## config.mk

```make
export PLATFORM = sky130hd
export DESIGN_NAME = uart_tx_fifo_flat
export DESIGN_NICKNAME = d
export VERILOG_FILES = /design/src/rtl/uart_tx_fifo_if.sv /design/src/rtl/uart_tx_fifo.sv /design/src/flat_wrapper.sv
export SDC_FILE = /design/constraint.sdc
export NUM_CORES = 1
export LEC_CHECK = 0
export ABC_CLOCK_PERIOD_IN_PS = 3640
export CORE_MARGIN = 2
export CORE_UTILIZATION = 45
export DETAILED_ROUTE_END_ITERATION = 6
export REMOVE_ABC_BUFFERS = 1
export SKIP_LAST_GASP = 1
export SLEW_MARGIN = 20
export SYNTH_ARGS = -nofsm -noshare
export SYNTH_HDL_FRONTEND = slang
export SYNTH_SLANG_ARGS = --single-unit
```

## constraint.sdc

```tcl
create_clock -name clk -period 3.64 [get_ports clk]
set_clock_uncertainty 0.05 [all_clocks]
set_input_delay 0.546 -clock clk [delete_from_list [all_inputs] [get_ports clk]]
set_output_delay 0.546 -clock clk [all_outputs]
set_load 0.05 [all_outputs]
```

## src/rtl/uart_tx_fifo_if.sv

```systemverilog
// uart_tx_fifo_if: CPU write port and serial line of the buffered UART transmitter.
interface uart_tx_fifo_if #(parameter int DEPTH_LOG2 = 3);
  logic                fsel;
  logic                wr;
  logic [7:0]          data;
  logic                rdy;
  logic                busy;
  logic [DEPTH_LOG2:0] level;
  logic                TxD;
  modport master (output fsel, wr, data, input rdy, busy, level, TxD);
  modport slave  (input fsel, wr, data, output rdy, busy, level, TxD);
endinterface

```

## src/rtl/uart_tx_fifo.sv

```systemverilog
// uart_tx_fifo: FIFO-buffered 8N1 transmitter, back-to-back frames, bit period limit+1 clocks.
module uart_tx_fifo #(
  parameter int LIMIT_SLOW = 217,
  parameter int LIMIT_FAST = 109,
  parameter int DEPTH_LOG2 = 3
) (
  input logic           clk,
  input logic           rst,
  uart_tx_fifo_if.slave bus
);
  typedef enum logic [1:0] {IDLE, START, DATA, STOP} state_t;
  localparam logic [DEPTH_LOG2:0] ONE = 1;
  state_t              state_q, state_d;
  logic [7:0]          mem [2**DEPTH_LOG2];
  logic [DEPTH_LOG2:0] wp_q, rp_q, level;
  logic [11:0]         tick_q, tick_d, limit;
  logic [2:0]          bitcnt_q, bitcnt_d;
  logic [7:0]          shreg_q, shreg_d;
  logic                fsel_q, fsel_d, txd_q, txd_d;
  logic                full, empty, push, pop, bit_end;
  assign level    = wp_q - rp_q;
  assign full     = level == {1'b1, {DEPTH_LOG2{1'b0}}};
  assign empty    = level == '0;
  assign push     = bus.wr & ~full;
  assign limit    = fsel_q ? 12'(LIMIT_FAST) : 12'(LIMIT_SLOW);
  assign bit_end  = tick_q == limit;
  assign bus.rdy   = ~full;
  assign bus.busy  = (state_q != IDLE) | ~empty;
  assign bus.level = level;
  assign bus.TxD   = txd_q;
  always_ff @(posedge clk)
    if (push) mem[wp_q[DEPTH_LOG2-1:0]] <= bus.data;
  always_ff @(posedge clk or posedge rst)
    if (rst) begin
      state_q  <= IDLE;
      wp_q     <= '0;
      rp_q     <= '0;
      tick_q   <= '0;
      bitcnt_q <= '0;
      shreg_q  <= '0;
      fsel_q   <= 1'b0;
      txd_q    <= 1'b1;
    end else begin
      state_q  <= state_d;
      wp_q     <= push ? wp_q + ONE : wp_q;
      rp_q     <= pop ? rp_q + ONE : rp_q;
      tick_q   <= tick_d;
      bitcnt_q <= bitcnt_d;
      shreg_q  <= shreg_d;
      fsel_q   <= fsel_d;
      txd_q    <= txd_d;
    end
  // Popping from STOP straight into START keeps frames contiguous.
  always_comb begin
    state_d  = state_q;
    tick_d   = tick_q + 12'd1;
    bitcnt_d = bitcnt_q;
    shreg_d  = shreg_q;
    fsel_d   = fsel_q;
    pop      = 1'b0;
    case (state_q)
      IDLE: begin
        tick_d = '0;
        if (!empty) begin
          pop     = 1'b1;
          state_d = START;
        end
      end
      START: if (bit_end) begin
        tick_d   = '0;
        bitcnt_d = '0;
        state_d  = DATA;
      end
      DATA: if (bit_end) begin
        tick_d   = '0;
        shreg_d  = {1'b0, shreg_q[7:1]};
        bitcnt_d = bitcnt_q + 3'd1;
        if (bitcnt_q == 3'd7) state_d = STOP;
      end
      default: if (bit_end) begin
        tick_d  = '0;
        pop     = ~empty;
        state_d = empty ? IDLE : START;
      end
    endcase
    if (pop) begin
      shreg_d = mem[rp_q[DEPTH_LOG2-1:0]];
      fsel_d  = bus.fsel;
    end
  end
  // The line level is computed from the next state so TxD stays a clean flop output.
  always_comb txd_d = state_d == START ? 1'b0 : state_d == DATA ? shreg_d[0] : 1'b1;
endmodule

```

## src/flat_wrapper.sv

```systemverilog
// flat-port wrapper written by rule: the top's interface ports become plain ports
module uart_tx_fifo_flat 
#(
  parameter int LIMIT_SLOW = 217,
  parameter int LIMIT_FAST = 109,
  parameter int DEPTH_LOG2 = 3
)
  (clk, rst, bus_fsel, bus_wr, bus_data, bus_rdy, bus_busy, bus_level, bus_TxD);
  uart_tx_fifo_if #(.DEPTH_LOG2(DEPTH_LOG2)) bus_i ();
  input logic clk;
  input logic rst;
  input wire logic [$bits(bus_i.fsel)-1:0] bus_fsel;
  input wire logic [$bits(bus_i.wr)-1:0] bus_wr;
  input wire logic [$bits(bus_i.data)-1:0] bus_data;
  output wire logic [$bits(bus_i.rdy)-1:0] bus_rdy;
  output wire logic [$bits(bus_i.busy)-1:0] bus_busy;
  output wire logic [$bits(bus_i.level)-1:0] bus_level;
  output wire logic [$bits(bus_i.TxD)-1:0] bus_TxD;
  assign bus_i.fsel = bus_fsel;
  assign bus_i.wr = bus_wr;
  assign bus_i.data = bus_data;
  assign bus_rdy = bus_i.rdy;
  assign bus_busy = bus_i.busy;
  assign bus_level = bus_i.level;
  assign bus_TxD = bus_i.TxD;
  uart_tx_fifo #(.LIMIT_SLOW(LIMIT_SLOW), .LIMIT_FAST(LIMIT_FAST), .DEPTH_LOG2(DEPTH_LOG2)) u_core (.clk(clk), .rst(rst), .bus(bus_i));
endmodule
```

# Word-level counts from Yosys, hierarchy flattened
# Memories as Yosys holds them, arrays and structs flattened.
# Cells that the tools add are included.
# totals
register_bits,35
latch_bits,0
mem_bits_rw,64
romBits,0
word_cells,60
mem_count,1
# classes
n_addsub,5
mul,0
n_div,0
n_lt_le_gt_ge,0
eq_ne,9
shift,0
n_mux,23
bitwise,4
n_reduce_logical,9
# memory_table
name,words,word_bits,read_ports,rd_ports_with_merged_regs,wr,line,source
u_core.mem,8,8,1,0,1,uart_tx_fifo.sv:14,logic [7:0] mem [2**DEPTH_LOG2];
# ops
cell,n
8-bit 2-to-1 mux,4
12-bit 2-to-1 mux,2
12-bit by 1-bit adder with 12-bit output (second input constant),1
12-bit == test,1
2-bit 2-to-1 mux,5
4-bit by 1-bit adder with 4-bit output (second input constant),2
2-bit nonzero test,4
1-bit 2-to-1 mux,7
3-bit 2-to-1 mux,2
2-bit one-hot mux with 3 select lines,1
3-bit one-hot mux with 2 select lines,1
2-bit by 1-bit == test with 1-bit output (second input constant),2
2-bit == test (second input constant),2
4-bit == test (second input constant),1
4-bit zero test,1
2-bit by 1-bit inequality test with 1-bit output (second input constant),2
4-bit subtractor,1
3-bit by 1-bit adder with 3-bit output (second input constant),1
3-bit == test (second input constant),1
3-bit AND reduction,1
2-bit zero test,1
1-bit NOT,2
1-bit one-hot mux with 2 select lines,1
2-bit AND reduction,1
3 further kinds,3

# Longest topological paths before layout
# depth
ltp_word,8
depth_mapped,12
depth_no_buf,10

# Least setup slack after synthesis
# Ideal clock, no wire load.
# synth_path
path_type,flip-flop to flip-flop
startpoint,register u_core.rp_q[1]
endpoint,memory u_core.mem[4][0] (enable)
setup_time_ns,0.398
arrival_ns,4.325
t_required_ns,3.192
path_slack_ns,-1.133
path_stages_with_launch,10
n_path_buf,2
period_less_slack_ns,4.773
cell_sequence,dfrtp_1 > clkbuf_1 > clkbuf_1 > inv_1 > fa_1 > xor2_1 > or3_1 > nand2b_1 > nand2_1 > nor4b_1
# synth_via
elab_chain_len,6
# synth_rtl
element,line,source
"start, declared",uart_tx_fifo.sv:15,"logic [DEPTH_LOG2:0] wp_q, rp_q, level;"
"start signal, assigned",uart_tx_fifo.sv:46,rp_q <= pop ? rp_q + ONE : rp_q;
4-bit subtractor,uart_tx_fifo.sv:21,assign level = wp_q - rp_q;
named net bus_level[2],flat_wrapper.sv:17,output wire logic [$bits(bus_i.level)-1:0] bus_level;
4-bit == test,uart_tx_fifo.sv:22,"assign full = level == {1'b1, {DEPTH_LOG2{1'b0}}};"
1-bit NOT,n/a,
named net bus_rdy,flat_wrapper.sv:15,output wire logic [$bits(bus_i.rdy)-1:0] bus_rdy;
1-bit bitwise AND,uart_tx_fifo.sv:24,assign push = bus.wr & ~full;
1-bit 2-to-1 mux,uart_tx_fifo.sv:32,if (push) mem[wp_q[DEPTH_LOG2-1:0]] <= bus.data;
1-bit 2-to-1 mux (implied by the code),uart_tx_fifo.sv:32,
"end, declared",uart_tx_fifo.sv:14,
# The timed path passes the listed nets, and every way through them passes these cells.

# Worst setup path in the final report
# layout_path
startpoint,register u_core.rp_q[2]
endpoint,output bus_level[3]
# layout_via
elab_chain_len,1
# layout_rtl
element,line
4-bit subtractor,uart_tx_fifo.sv:21
"end, declared",flat_wrapper.sv:17
# No other way between the ends.

==> out/results.ini <==
[min_path]
hp-start = u_core.wp_q[3]
min_path_cells = 1
holdPathEnd = u_core.wp_q[3]
hold_class = reg -> reg

[synth]
ys_types = 45
syn_area_sq_um = 4402
syn_area_per_cell_sq_um = 14.67
ys_ff_latch = 99
yosys.area.top_type_share_pct = 43.66
async_reset_ff_share_pct = 35.35
synthCells = 300
synth_seq_area_share_pct = 63.59
synth-main-ff-cell = edfxtp_1
synth_top_cells_by_area = edfxtp_1 44%, dfrtp_1 19%, mux4_2 8.2%
yosys-top-cells-count = 64 x edfxtp_1, 34 x dfrtp_1, 30 x nor2_1
synth_edf_count = 64
yosysMostFrequentCell = edfxtp_1
synth_top_area_cell = edfxtp_1
yosysWarnings = 0

[flow_run]
maxCapViolCount = 0

[global_routing]
grt_pass1_vias = 2416
antenna_found_initial = 0
met1_usage_pct = 21.35
grtUsageMet3_pct = 4.949
grt-busiest-layer = met2
grt_usage_pct = 16.31
grt_start_max_net_pins = 36
grtUsageMet2_pct = 26.22
grt_first_pass_wirelength_um = 12600
grt_overflow_total = 0

[timing]
slew_headroom_pct = 37.21
fin_tns_setup_ns = 0
slew_viol_final = 0
finalWorstSetupSlack_ns = 0.2788
post-route-min-period_ns = 3.361
finalSetupViolCount = 0
min_period_over_period_pct = 92.34
maxClockFrequency_mhz = 297.5
finalHoldViolCount = 0
rsz0062_at_grt = no
worst_pin_slew_ns = 0.9383

[clock_network]
cts_buffers = 9
hold_buffers = 0
clock_latency_ns = 0.37
cts_tree = yes
path_clk_slew_ns = 0.10
htreeDepth = 3
clockBufferDepth = 2
clock_tree.root_cell = clkbuf_8
cts_sinks = 99

[drt]
drcViolationCount = 0
vias = 2436
wire_per_inst_um = 16.43
via_per_inst = 5.205
drt_pass1_iterations = 4
first_iter_violations = 91
wl_um = 7690
ant_nets = 0

[floorplan]
fp.coreArea_sq_um = 9639
start_util_pct = 45.66
io_pins = 19
die_w_um = 102.9
die_y_um = 102.9
rows = 36
die-area_sq_um = 10590

[worst_setup_path]
cp_top_family = buffers and inverters
critPathBufInv = 3
critPathMaxFanout = 9
path_class = reg -> out
startpoint_type = flop
reg2reg_from = u_core.wp_q[0]
crit_path_max_incr_delay_ns = 0.80
crit_arrival_ns = 2.77
worstPathCellList = inv_2 -> ha_1 -> a21oi_1 -> and3_1 -> nor2_1 -> inv_1 -> clkdlybuf4s50_1
slowest_stage = clkdlybuf4s50_1
reg2regPathDepth = 8
cp.depth = 7
critPathRequiredTime_ns = 3.04
reg2reg_setup_slack_ns = 0.64
endpoint_kind = output pin
crit-reg2reg-capture = u_core.mem[7][4]

[pwr]
power_frac_clock_pct = 16.7
power_frac_comb_pct = 42.8
p_seq_share_pct = 40.5
p_int_w = 0.002412
cellLeakagePower_nw = 1.859
swShare_pct = 39.38
power.density_nw_per_um2 = 799.8
ir_worst_vdd_mv = 0.3288
power_switching_w = 0.001567

[layout]
area_delta_synth_final_pct = 13.02
num-nets-final = 356
drive_above_1_share_pct = 18.81
diodes = 0
post-route-util_pct = 51.61
final_cell_area_sq_um = 4975
fill_cells = 847

[placed_design]
pre_cts_slack_ns = 0.5019
portBuffers = 18
gp_congestion = 0.8291
dp_hpwl_um = 5086
dpl_cell_area_sq_um = 4788

[status]
status = completed

-- final cells by class --
type	count	area (sq um)	share of cell area, %
Tap cell	133	166.4	3.345
Sequential cell	99	2799	56.26
Timing Repair Buffer	29	255.2	5.131
Clock buffer	10	127.6	2.565
Inverter	13	48.80	0.9809
Clock inverter	6	53.80	1.081
Multi-Input combinational cell	178	1524	30.63
-- routing by layer --
layer	routed length (um)	vias to the layer above
met5	0	-
met1	3572	1221
li1	-	1182
met2	3768	23
met3	243	10
met4	107	0
-- cell usage in the layout, fill, tap and decap left out, types with 2 or more instances in the layout --
| cell type | synthesis | layout |
|---|---|---|
| edfxtp_1 | 64 | 64 |
| dfrtp_1 | 34 | 34 |
| nor2_1 | 30 | 30 |
| nand2_1 | 18 | 18 |
| mux4_2 | 16 | 16 |
| clkdlybuf4s50_1 | 0 | 15 |
| buf_4 | 1 | 14 |
| ha_1 | 13 | 13 |
| inv_1 | 12 | 12 |
| xor2_1 | 10 | 10 |
| mux2_2 | 9 | 9 |
| a21oi_1 | 9 | 9 |
| clkbuf_8 | 0 | 9 |
| mux2i_1 | 8 | 8 |
| xnor2_1 | 8 | 8 |
| nand3_1 | 7 | 7 |
| a22o_1 | 5 | 5 |
| and3_1 | 4 | 4 |
| nor3_1 | 5 | 4 |
| o21ai_0 | 4 | 4 |
| nor4_1 | 4 | 3 |
| nand4_1 | 3 | 3 |
| inv_6 | 0 | 3 |
| or3_1 | 2 | 2 |
| nand2b_1 | 2 | 2 |
| a22oi_1 | 2 | 2 |
| and2_1 | 2 | 2 |
| o211ai_1 | 2 | 2 |
| inv_8 | 0 | 2 |
-- flip-flops by register name, indices dropped and copies added (netlist names) --
| name | flops |
|---|---|
| u_core.shreg_q | 8 |
| u_core.state_q | 2 |
| u_core.bitcnt_q | 3 |
| u_core.fsel_q | 1 |
| u_core.tick_q | 12 |
| u_core.wp_q | 4 |
| u_core.mem | 64 |
| u_core.bus.TxD | 1 |
| u_core.rp_q | 4 |
-- worst max path at each step --
| stage | from | endpoint |
|---|---|---|
| after global routing | u_core.wp_q[0] | bus_busy |
| after CTS | u_core.wp_q[0] | bus_busy |
| after floorplan | u_core.rp_q[0] | u_core.mem[4][0] |
| after global placement | u_core.wp_q[0] | bus_busy |
| after detailed placement | u_core.wp_q[0] | bus_busy |
| final | u_core.rp_q[2] | bus_level[3] |
-- power groups by stage --
stage | clock [W] | combinational, W | sequential [W]
CTS | 0.000692 | 0.00173 | 0.00161
global placement | 0 | 0.00171 | 0.00163
finish | 0.000664 | 0.00170 | 0.00161
detailed placement | 0 | 0.00172 | 0.00164
global route | 0.000741 | 0.00187 | 0.00164
floorplan | 0 | 0.00117 | 0.00168
-- per-stage QoR --
step                      power (W)  hold WS [ns]  std cells
after global routing       0.004253        0.4516        468
after detailed placement   0.003357        0.4315        452
after global placement     0.003342        0.4264        452
after floorplan            0.002844        0.4119        290
after CTS                  0.004033        0.4458        468
final                      0.003979        0.4398        468
-- timing repair --
item / CTS / global route
gates resized for setup: 0 / 1
setup endpoints to repair: 0 / 1
setup buffers: 0 / 0
-- cells by family (layout without fill, tap and decap cells) --
logic type / count (synthesis) / after routing / synth area share (%)
flip-flops: 99 / 99 / 63.59
AO/OA/AOI/OAI: 28 / 28 / 4.576
multiplexers: 34 / 34 / 12.65
adder cells (fa/ha/maj): 14 / 14 / 4.150
XOR/XNOR: 18 / 18 / 3.582
buffers and inverters: 23 / 58 / 2.188
AND/OR/NAND/NOR: 84 / 84 / 9.266
Note: power is estimated with default switching activity, not from simulation.
